`src/rtl/mpmc12_mask_gen.sv`:
```
// Per-beat DDR write data-mask generator: turns one explicit byte-enable or byte-range request
// into a sequence of per-beat masks (1 = byte not written), advanced by the PHY beat strobe.
module mpmc12_mask_gen #(
  parameter  int DATA_BYTES = 32,
  parameter  int MAX_BEATS  = 8,
  localparam int OFSW       = $clog2(DATA_BYTES),
  localparam int LENW       = $clog2(DATA_BYTES * MAX_BEATS) + 1
) (
  input  logic                  rst,
  input  logic                  clk,
  input  logic                  req_valid,
  output logic                  req_ready,
  input  logic                  req_we,
  input  logic                  req_rmw,
  input  logic [DATA_BYTES-1:0] req_wmask,
  input  logic [OFSW-1:0]       req_offset,
  input  logic [LENW-1:0]       req_len,
  input  logic                  beat_adv,
  output logic [DATA_BYTES-1:0] mask,
  output logic                  mask_valid,
  output logic                  mask_last,
  output logic                  busy,
  output logic                  err
);

  localparam int BCW  = (MAX_BEATS > 1) ? $clog2(MAX_BEATS) : 1;
  localparam int SUMW = LENW + 1;

  typedef enum logic [1:0] {
    S_IDLE  = 2'd0,
    S_CALC  = 2'd1,
    S_LOAD  = 2'd2,
    S_BURST = 2'd3
  } state_t;

  state_t                state_q;
  logic                  we_q;
  logic                  rmw_q;
  logic [DATA_BYTES-1:0] wmask_q;
  logic [OFSW-1:0]       offset_q;
  logic [LENW-1:0]       len_q;
  logic [BCW-1:0]        last_q;
  logic [BCW-1:0]        beat_q;
  logic [DATA_BYTES-1:0] mask2_q;
  logic [DATA_BYTES-1:0] mask_q;
  logic                  mask_valid_q;
  logic                  mask_last_q;
  logic                  err_q;

  logic [BCW-1:0]        beat_d;
  logic [DATA_BYTES-1:0] mask_nxt_d;

  // Global byte index of (beat b, lane i) is simply {b, i} since DATA_BYTES is a power of two.
  function automatic logic [DATA_BYTES-1:0] beat_mask(
    input logic [BCW-1:0]        b,
    input logic                  we,
    input logic                  rmw,
    input logic [DATA_BYTES-1:0] wmask,
    input logic [OFSW-1:0]       ofs,
    input logic [LENW-1:0]       len
  );
    logic [SUMW-1:0] lo;
    logic [SUMW-1:0] hi;
    logic [SUMW-1:0] g;
    beat_mask = '0;
    lo = SUMW'(ofs);
    hi = SUMW'(ofs) + SUMW'(len);
    if (we && !rmw) begin
      if (len == '0) begin
        beat_mask = ~wmask;
      end else begin
        for (int i = 0; i < DATA_BYTES; i++) begin
          g = SUMW'({b, OFSW'(i)});
          beat_mask[i] = !((g >= lo) && (g < hi));
        end
      end
    end
  endfunction

  function automatic logic range_ovf(input logic [OFSW-1:0] ofs, input logic [LENW-1:0] len);
    logic [SUMW-1:0] sum;
    sum = SUMW'(ofs) + SUMW'(len);
    range_ovf = (len != '0) && (sum > SUMW'(DATA_BYTES * MAX_BEATS));
  endfunction

  // Index of the final beat: ceil((ofs+len)/DATA_BYTES)-1, clamped to MAX_BEATS-1.
  function automatic logic [BCW-1:0] last_idx(input logic [OFSW-1:0] ofs, input logic [LENW-1:0] len);
    logic [SUMW-1:0] sum;
    logic [SUMW-1:0] nb;
    sum = SUMW'(ofs) + SUMW'(len);
    nb  = (sum + SUMW'(DATA_BYTES - 1)) >> OFSW;
    if (len == '0) begin
      last_idx = '0;
    end else if (nb > SUMW'(MAX_BEATS)) begin
      last_idx = BCW'(MAX_BEATS - 1);
    end else begin
      last_idx = BCW'(nb - SUMW'(1));
    end
  endfunction

  always_comb begin
    beat_d     = beat_q + BCW'(1);
    mask_nxt_d = beat_mask(beat_d, we_q, rmw_q, wmask_q, offset_q, len_q);
  end

  always_ff @(posedge clk or posedge rst) begin
    if (rst) begin
      state_q      <= S_IDLE;
      we_q         <= 1'b0;
      rmw_q        <= 1'b0;
      wmask_q      <= '0;
      offset_q     <= '0;
      len_q        <= '0;
      last_q       <= '0;
      beat_q       <= '0;
      mask2_q      <= '0;
      mask_q       <= '0;
      mask_valid_q <= 1'b0;
      mask_last_q  <= 1'b0;
      err_q        <= 1'b0;
    end else begin
      err_q <= 1'b0;
      case (state_q)
        S_IDLE: begin
          if (req_valid) begin
            we_q     <= req_we;
            rmw_q    <= req_rmw;
            wmask_q  <= req_wmask;
            offset_q <= req_offset;
            len_q    <= req_len;
            // Raised here so the pulse occupies exactly the CALC cycle.
            err_q    <= range_ovf(req_offset, req_len);
            state_q  <= S_CALC;
          end
        end
        S_CALC: begin
          mask2_q <= beat_mask('0, we_q, rmw_q, wmask_q, offset_q, len_q);
          last_q  <= last_idx(offset_q, len_q);
          state_q <= S_LOAD;
        end
        S_LOAD: begin
          mask_q       <= mask2_q;
          mask_valid_q <= 1'b1;
          mask_last_q  <= (last_q == '0);
          beat_q       <= '0;
          state_q      <= S_BURST;
        end
        S_BURST: begin
          if (beat_adv && mask_valid_q) begin
            if (mask_last_q) begin
              mask_q       <= '0;
              mask_valid_q <= 1'b0;
              mask_last_q  <= 1'b0;
              state_q      <= S_IDLE;
            end else begin
              beat_q      <= beat_d;
              mask_q      <= mask_nxt_d;
              mask_last_q <= (beat_d == last_q);
            end
          end
        end
        default: state_q <= S_IDLE;
      endcase
    end
  end

  assign req_ready  = (state_q == S_IDLE);
  assign busy       = (state_q != S_IDLE);
  assign mask       = mask_q;
  assign mask_valid = mask_valid_q;
  assign mask_last  = mask_last_q;
  assign err        = err_q;

endmodule

```
`config.mk`:
```
export PLATFORM = sky130hd
export DESIGN_NAME = mpmc12_mask_gen
export DESIGN_NICKNAME = d
export VERILOG_FILES = /design/src/rtl/mpmc12_mask_gen.sv
export SDC_FILE = /design/constraint.sdc
export NUM_CORES = 1
export LEC_CHECK = 0
export BUFFER_PORTS_ARGS = -buffer_cell sky130_fd_sc_hd__buf_2
export CORE_MARGIN = 1.5
export CORE_UTILIZATION = 28
export CTS_BUF_LIST = sky130_fd_sc_hd__clkbuf_2
export DETAILED_ROUTE_END_ITERATION = 16
export PLACE_DENSITY_LB_ADDON = 0.3
export RECOVER_POWER = 25
export REMOVE_ABC_BUFFERS = 1
export SYNTH_ARGS = -nofsm -noshare
export SYNTH_HDL_FRONTEND = slang
export SYNTH_SLANG_ARGS = --single-unit
```
`constraint.sdc`:
```
create_clock -name clk -period 7.8 [get_ports clk]
set_input_delay 2.34 -clock clk [delete_from_list [all_inputs] [get_ports clk]]
set_output_delay 2.34 -clock clk [all_outputs]
set_load 0.05 [all_outputs]
```
==> impl_metrics.csv <==
group,metric,value,unit
synth,ys_seq_area_frac,0.391,
clock_tree,path_clk_slew,0.20,ns
synth,syn_avg_cell_area,8.96,um^2
route,drt_wl_total,28000,um
timing,slew_headroom,-0.907,
clock_tree,cts_setup_buffers,0,
clock_tree,clock-sinks,123,
synth,synth_cells,879,
route,avgRoutedWirePerCell,20.9,um
timing,min_period,4.38,ns
clock_tree,cts_max_level,4,
route,drt-initial-drc-count,612,
clock_tree,clk_latency,0.77,ns
synth,synth_cell_type_count,82,
worst_setup_path,worstSetupPathType,"in -> reg",
worst_setup_path,critPathLaunchType,"primary input",
cells_and_area,multi_input_comb_area,0.00444,mm^2
timing,rsz0062_at_grt,"false",
worst_setup_path,crit_arrival,5.02,ns
flow_run,cap_violations,2,
worst_hold_path,hp-class,"reg -> reg",
cells_and_area,drive_above_1_share,0.228,
worst_setup_path,crit_family,"buffers and inverters",
synth,ys_top_cells_by_area,"dfrtp_1, a21oi_1, mux2_2",
route,dr.pass1.iters,7,
clock_tree,cts_tree,"done",
cells_and_area,seq_area,0.00308,mm^2
synth,synth_edf_count,0,
synth,synth_seq_cells,123,
worst_setup_path,worst-path-stages,4,
place,gp_congestion,0.892,
cells_and_area,fin_area,0.00892,mm^2
place,hpwl,19400,um
clock_tree,cts-root-buf,"clkbuf_2",
synth,ys_async_sr_fraction,1.00,
cells_and_area,syn_to_final_growth,13.3,%
timing,clock_skew,0.0439,ns
global_route,grt_overflow,0,
clock_tree,cts_buffers,17,
die,fp.dieW,171,um
worst_setup_path,cpMostUsedCell,"clkbuf_1",
worst_setup_path,ff2ff_setup_slack,3.55,ns
timing,fin_tns_setup,0,ns
synth,yosys_warnings,0,
place,io_buffers,88,
global_route,grt_util_all_layers,0.195,
global_route,grt_pass1_vias,7192,
global_route,grt_pass1_wl,42500,um
worst_setup_path,cp_max_fo,51,
global_route,grt_antenna_before_repair,1,
worst_setup_path,cp_cell_sequence,"clkbuf_1 > nand2_2 > clkbuf_1 > mux2_2",
global_route,grt_start_max_net_pins,66,
timing,finalMaxSlewViolations,112,
worst_hold_path,hold_depth,2,
die,ios,89,
status,outcome,"complete, but fails checks",
synth,yosys.area.top_type,"dfrtp_1",
timing,final-setup-viol-count,0,
cells_and_area,fin_nets,1020,
worst_setup_path,critPathBufInv,2,
die,start_util,0.284,
timing,finalWorstSetupSlack,3.42,ns
cells_and_area,fin_util,0.322,
route,vias,7390,
die,core,0.0277,mm^2
worst_setup_path,cpMaxStageDelayCell,"clkbuf_1",
timing,tightestPinTransition,2.86,ns
status,violations,"max-capacitance violations, max-slew violations",
worst_setup_path,critPathMaxStageDelay,2.01,ns
die,dieArea,0.0292,mm^2
worst_setup_path,cp.required,8.44,ns
synth,yosysTopAreaCellShare,0.391,
cells_and_area,fill_cells,2918,
route,vias_per_cell,5.52,
worst_setup_path,reg2reg_depth,12,
synth,synth_area,0.00788,mm^2
clock_tree,postCtsHoldBufs,0,
clock_tree,clockBufferDepth,2,
place,dp_slack,3.33,ns
worst_setup_path,end_kind,"flip-flop",
synth,synth_flop_cell,"dfrtp_1",
die,rows,61,
timing,hold_viol_final,0,
route,antenna_left,0,
route,drc_errors,0,
clock_tree,cts_resized,0,
timing,period_share,0.562,
place,placed_area,0.00865,mm^2
die,die_h,171,um
timing,fmax,0.228,GHz
[cell usage in the layout (no fill, tap or decap), types with 19 or more instances in the layout]
| master | n |
|---|---|
| dfrtp_1 | 123 |
| mux2_2 | 47 |
| nand3_1 | 22 |
| nor2_1 | 70 |
| nand2_1 | 95 |
| a21oi_1 | 111 |
| inv_1 | 26 |
| o22ai_1 | 19 |
| buf_2 | 86 |
| o21ai_0 | 46 |
| ha_1 | 20 |
[synthesized netlist by cell type (all sizes together), types with 4 or more instances]
cell	count
a21o	5
o221ai	5
or2	4
o31ai	6
buf	24
a22o	10
nor3	24
xnor2	11
ha	20
inv	27
a211oi	11
nand2	96
mux2i	8
mux2	48
clkbuf	31
a221oi	10
o21ai	56
xor2	9
and2	5
nand3	23
a21oi	116
a31oi	14
nand2b	12
o22ai	19
o311ai	5
nor4	4
nor2	74
a22oi	7
a32o	4
dfrtp	123
o211ai	12
nor2b	8
[cells by family after synthesis]
logic type,synth area share
AND/OR/NAND/NOR,0.161
multiplexers,0.0792
adder cells (fa/ha/maj),0.0368
flip-flops,0.391
XOR/XNOR,0.0232
AO/OA/AOI/OAI,0.263
buffers and inverters,0.0462
[routing by layer]
metal / GRT usage / up-vias / share of wire
met5: 0 / - / 0
met4: 0.0712 / 0 / 0.026
met3: 0.0402 / 61 / 0.075
met2: 0.318 / 321 / 0.47
met1: 0.255 / 3637 / 0.43
li1: - / 3371 / -
[per-stage QoR]
stage | std cells | hold slack [ns]
after floorplan | 824 | 0.447
after global placement | 1305 | 0.465
after detailed placement | 1305 | 0.469
after CTS | 1337 | 0.512
after global routing | 1338 | 0.537
final | 1338 | 0.505
[worst min-delay path: cells and delay by family, from the launching register on]
| kind | cells | cell delay (ns) |
|---|---|---|
| flops | 1 | 0.39 |
| compound gates | 1 | 0.05 |
| simple gates | 1 | 0.05 |
[final cells by class]
class                   count  area share
diodes                      1    0.000280
repair buffers            103      0.0613
well taps                 378      0.0530
inverters                  27      0.0115
multi-input cells         674       0.498
clock inverters            15      0.0219
clock buffers              17     0.00953
flip-flops and latches    123       0.345
[sequential cells by signal, indices dropped and copies added, names as in the netlist]
signal and cells:
len_q 9, beat_q 3, mask_valid 1, mask_last 1, offset_q 5, wmask_q 32
rmw_q 1, mask2_q 32, mask 32, state_q 2, err 1, we_q 1
last_q 3
[path summary, 6_finish.rpt]
| path | startpoint | to |
|---|---|---|
| max | req_valid | wmask_q[16] |
| min | mask2_q[1] | mask2_q[1] |
| max reg2reg | offset_q[0] | last_q[1] |
| min reg2reg | mask2_q[1] | mask2_q[1] |
| max in group asynchronous | rst | wmask_q[9] |
| min in group asynchronous | rst | mask[3] |
Power is not shown: default switching activity piles up to over one toggle a cycle in this logic, so the estimate is an artifact.
